`config.mk`:
```
export PLATFORM = sky130hd
export DESIGN_NAME = imem_prog
export DESIGN_NICKNAME = d
export VERILOG_FILES = /design/src/rtl/imem_prog.sv
export SDC_FILE = /design/constraint.sdc
export NUM_CORES = 2
export LEC_CHECK = 0
export CAP_MARGIN = 20
export CORE_ASPECT_RATIO = 1.4
export CORE_UTILIZATION = 56
export DETAILED_ROUTE_END_ITERATION = 7
export PLACE_DENSITY = 0.75
export SLEW_MARGIN = 20
export SYNTH_ARGS = -nofsm -noshare
export SYNTH_HDL_FRONTEND = slang
export SYNTH_SLANG_ARGS = --single-unit
```
`constraint.sdc`:
```
create_clock -name clk -period 3.57 [get_ports clk]
set_input_delay 0.5355 -clock clk [delete_from_list [all_inputs] [get_ports clk]]
set_output_delay 0.5355 -clock clk [all_outputs]
set_load 0.01 [all_outputs]
```
`src/rtl/imem_prog.sv`:
```
// Boot-loadable instruction memory: sequential load port, fetch with 1-cycle registered response.
// Fetch response holds stable under rsp_ready backpressure; req_ready drops until it retires.
module imem_prog #(
  parameter  int DATA_W = 32,
  parameter  int DEPTH  = 64,
  parameter  int ADDR_W = 32,
  localparam int AL     = $clog2(DATA_W / 8),
  localparam int IW     = $clog2(DEPTH)
) (
  input  logic              clk,
  input  logic              rst,
  input  logic              ld_start,
  input  logic [IW-1:0]     ld_base,
  input  logic              ld_valid,
  output logic              ld_ready,
  input  logic [DATA_W-1:0] ld_data,
  input  logic              ld_last,
  output logic [IW:0]       ld_count,
  output logic              ld_ovf,
  input  logic              req_valid,
  output logic              req_ready,
  input  logic [ADDR_W-1:0] req_addr,
  output logic              rsp_valid,
  input  logic              rsp_ready,
  output logic [DATA_W-1:0] rsp_data,
  output logic [1:0]        rsp_err,
  output logic              busy
);

  typedef enum logic [1:0] {IDLE, LOAD, RUN} state_t;

  localparam logic [ADDR_W-1:0] AMASK = ADDR_W'((1 << AL) - 1);

  state_t            state;
  logic [DATA_W-1:0] mem [DEPTH];
  logic [DEPTH-1:0]  loaded;
  logic [IW:0]       ptr;

  logic [ADDR_W-1:0] word;
  logic [IW-1:0]     idx;
  logic              misal, oor;
  logic              ld_hs, req_hs, start_ok, wr_en;
  logic [1:0]        err_n;
  logic [DATA_W-1:0] data_n;

  assign ld_ready  = (state == LOAD);
  assign busy      = (state == LOAD);
  assign req_ready = (state == RUN) && (!rsp_valid || rsp_ready);

  assign ld_hs    = ld_valid && ld_ready;
  assign req_hs   = req_valid && req_ready;
  // A reload may not tear down a response the fetch stage has not yet consumed.
  assign start_ok = ld_start && ((state != RUN) || !rsp_valid);
  // ptr[IW] set means the load ran past the last word; such words are dropped.
  assign wr_en    = ld_hs && !ld_start && !ptr[IW];

  assign word  = req_addr >> AL;
  assign idx   = word[IW-1:0];
  assign misal = (req_addr & AMASK) != '0;
  assign oor   = (word >> IW) != '0;

  always_comb begin
    err_n  = 2'b00;
    data_n = '0;
    if (misal)
      err_n = 2'b01;
    else if (oor)
      err_n = 2'b10;
    else if (!loaded[idx])
      err_n = 2'b11;
    else
      data_n = mem[idx];
  end

  always_ff @(posedge clk) begin
    if (wr_en)
      mem[ptr[IW-1:0]] <= ld_data;
  end

  always_ff @(posedge clk or negedge rst) begin
    if (!rst) begin
      state     <= IDLE;
      ptr       <= '0;
      ld_count  <= '0;
      ld_ovf    <= 1'b0;
      loaded    <= '0;
      rsp_valid <= 1'b0;
      rsp_data  <= '0;
      rsp_err   <= 2'b00;
    end else begin
      if (req_hs) begin
        rsp_valid <= 1'b1;
        rsp_data  <= data_n;
        rsp_err   <= err_n;
      end else if (rsp_ready) begin
        rsp_valid <= 1'b0;
      end

      if (start_ok) begin
        state    <= LOAD;
        ptr      <= {1'b0, ld_base};
        ld_count <= '0;
        ld_ovf   <= 1'b0;
      end else if (ld_hs) begin
        if (ptr[IW]) begin
          ld_ovf <= 1'b1;
        end else begin
          loaded[ptr[IW-1:0]] <= 1'b1;
          ptr                 <= ptr + 1'b1;
          ld_count            <= ld_count + 1'b1;
        end
        if (ld_last)
          state <= RUN;
      end
    end
  end

endmodule
```
==> results.sh <==
export IMPL_rsz0062_at_grt="no"
export IMPL_cts_tree="yes"
export IMPL_cts_buffers_inserted=185
export IMPL_chipHeight_um=458
export IMPL_highest_layer="met5"
export IMPL_remaining_drc_errors=0
export IMPL_clock_path_buffers=3
export IMPL_slew_headroom_pct=18.5
export IMPL_area_delta_synth_final_pct=14.8
export IMPL_vdd_drop_max_mv=0.533
export IMPL_postSynthCellCount=3844
export IMPL_cts_root_buf="clkbuf_16"
export IMPL_wl_met3_mm=23.0
export IMPL_synth_area_mm2=0.0831
export IMPL_postCtsSetupBuffers=0
export IMPL_avgRoutedWirePerCell_um=36.9
export IMPL_synth_async_reset_ratio_pct=5.36
export IMPL_critPathKind="flip-flop to output port"
export IMPL_initial_core_util_pct=56.6
export IMPL_dieArea_mm2=0.150
export IMPL_hold_class="input port to flip-flop"
export IMPL_ys_seq_area_share_pct=77.5
export IMPL_max_cap_violations=0
export IMPL_cp_end_kind="output port"
export IMPL_row_count=166
export IMPL_p_leak_nw=31.0
export IMPL_routed_via_density=6.90
export IMPL_cp_data_required_time_ns=3.03
export IMPL_drt_iter0_markers=5795
export IMPL_drtAntennaViolNets=0
export IMPL_finalWeightedCongestion=0.874
export IMPL_wl_met2_mm=115
export IMPL_status="finished, final reports clean"
export IMPL_finalHoldViolCount=0
export IMPL_grt_antenna_before_repair=10
export IMPL_grt_total_usage_pct=31.6
export IMPL_syn_avg_cell_area_um2=21.6
export IMPL_min_period_ns=3.25
export IMPL_place_port_buffers=122
export IMPL_grt_pass1_vias=43954
export IMPL_path_clk_slew_ns=0.07
export IMPL_drv_slew=0
export IMPL_grt_pass1_wl_mm=327
export IMPL_coreArea_mm2=0.147
export IMPL_hold_ws_ns=0.111
export IMPL_wl_met1_mm=76.9
export IMPL_fin_skew_ns=0.0412
export IMPL_powerDensity_mw_per_mm2=545
export IMPL_pin_count=123
export IMPL_drive_gt1_share_pct=28.3
export IMPL_worst_pin_slew_ns=1.19
export IMPL_place_hpwl_mm=139
export IMPL_firstDrtPassIters=5
export IMPL_cts_sinks=2164
export IMPL_final_nets=4328
export IMPL_ys_types=70
export IMPL_p_total_mw=52.0
export IMPL_synth_edff_count=2048
export IMPL_ys_warn_count=0
export IMPL_fmax_mhz=308
export IMPL_syn_nets=3923
export IMPL_wirelength_mm=234
export IMPL_cp_max_fo=3
export IMPL_synth_flop_cell="edfxtp_1"
export IMPL_cp_arrival_ns=2.71
export IMPL_grt_max_degree=72
export IMPL_synth_seq_cells=2164
export IMPL_htreeDepth=4
export IMPL_cp_start_kind="flip-flop"
export IMPL_period_share_pct=91.0
export IMPL_grt_overflow=0
export IMPL_vias=43784
export IMPL_setup_viol=0
export IMPL_clk_latency_ns=0.84
export IMPL_final_setup_tns_ns=0
export IMPL_die_w_um=328
-- critical path, stage by stage (launching register included) --
cell and delay, ns:
dfrtp_1 0.45, nand2b_1 0.42, and2_1 0.38, clkdlybuf4s50_1 0.61
-- cells in the final DEF, fill, tap and decap left out, drive strengths merged, types with 67 or more instances in the layout --
master	n
edfxtp	2048
mux4	470
buf	341
clkbuf	251
mux2i	127
dfrtp	116
nand2	103
nor2	101
a22oi	90
clkdlybuf4s50	83
o22ai	75
a21oi	69
or2	67
-- report_power, final --
part | internal (mW) | total [mW] | switching [mW]
registers | 28.0 | 28.2 | 0.160
logic | 1.21 | 3.11 | 1.90
clock network | 11.7 | 20.7 | 9.02
-- worst paths after layout --
| kind | from | end | slack [ns] | depth (start not counted) |
|---|---|---|---|---|
| worst max-delay path | rsp_valid | req_ready | 0.32 | 3 |
| worst min-delay path | ld_data[20] | mem[23][20] | 0.11 | 1 |
| worst max register to register | ptr[6] | mem[5][28] | 0.90 | 7 |
| worst min register to register | loaded[1] | loaded[1] | 0.46 | 1 |
| max in group asynchronous | rst | rsp_data[22] | 2.32 | 3 |
| min in group asynchronous | rst | ld_ovf | 0.31 | 2 |
-- routing by layer --
layer	up-vias	global-route usage, %
met4	6	21.0
met2	3155	51.6
met5	-	0
met3	773	5.73
li1	17000	-
met1	22850	38.8
-- synthesized netlist by cell type, drive strengths merged, types with 19 or more instances --
cell	instances	area share (%)
o221ai	25	0.27
edfxtp	2048	74
nor2b	19	0.14
a22o	20	0.21
mux2i	127	1.5
o22ai	75	0.56
mux4	470	13
dfrtp	116	3.5
a211oi	27	0.24
nand2	103	0.47
clkbuf	99	0.45
nor3	37	0.22
buf	108	1.3
nor2	101	0.46
a21oi	69	0.42
or2	67	0.50
nand3	30	0.18
a22oi	90	0.81
o21ai	43	0.26
-- state kept, by name, summed over array words and instances, names as in the netlist --
register and flops:
ld_count 7, ld_ovf 1, loaded 64, mem 2048
ptr 7, rsp_data 32, rsp_err 2, rsp_valid 1
state 2
-- per-stage QoR --
step | instances | utilization [%] | instance area, µm² | worst slack, ns
2_1_floorplan | 3844 | - | 83100 | -0.0289
3_5_place_dp | 5992 | 60.7 | 89100 | 0.162
4_1_cts | 6334 | 65.0 | 95300 | 0.305
6_report | 6341 | 65.0 | 95400 | 0.321
3_3_place_gp | 5991 | 60.7 | 89000 | 0.151
5_1_grt | 6337 | 65.0 | 95400 | 0.346
-- cells by family after synthesis --
family | Yosys count | synth area share (%)
flip-flops | 2164 | 77.5
multiplexers | 614 | 14.6
AND/OR/NAND/NOR | 422 | 2.50
AO/OA/AOI/OAI | 422 | 3.57
buffers and inverters | 214 | 1.75
XOR/XNOR | 6 | 0.0633
adder cells (fa/ha/maj) | 2 | 0.0301
-- timing repair --
| item | CTS | global route |
|---|---|---|
| hold buffers | 1 | 0 |
| gates resized for setup | 0 | 0 |
| hold endpoints to repair | 67 | 0 |
-- layout make-up --
cell class / instances / area (µm²)
flip-flops and latches: 2164 / 64400
multi-input cells: 1466 / 17800
inverters: 7 / 26.3
clock inverters: 90 / 1020
well taps: 1932 / 2420
repair buffers: 425 / 4540
diodes: 6 / 15.0
fillers: 9309 / 51300
clock buffers: 251 / 5200
(Power assumes the default switching activity.)
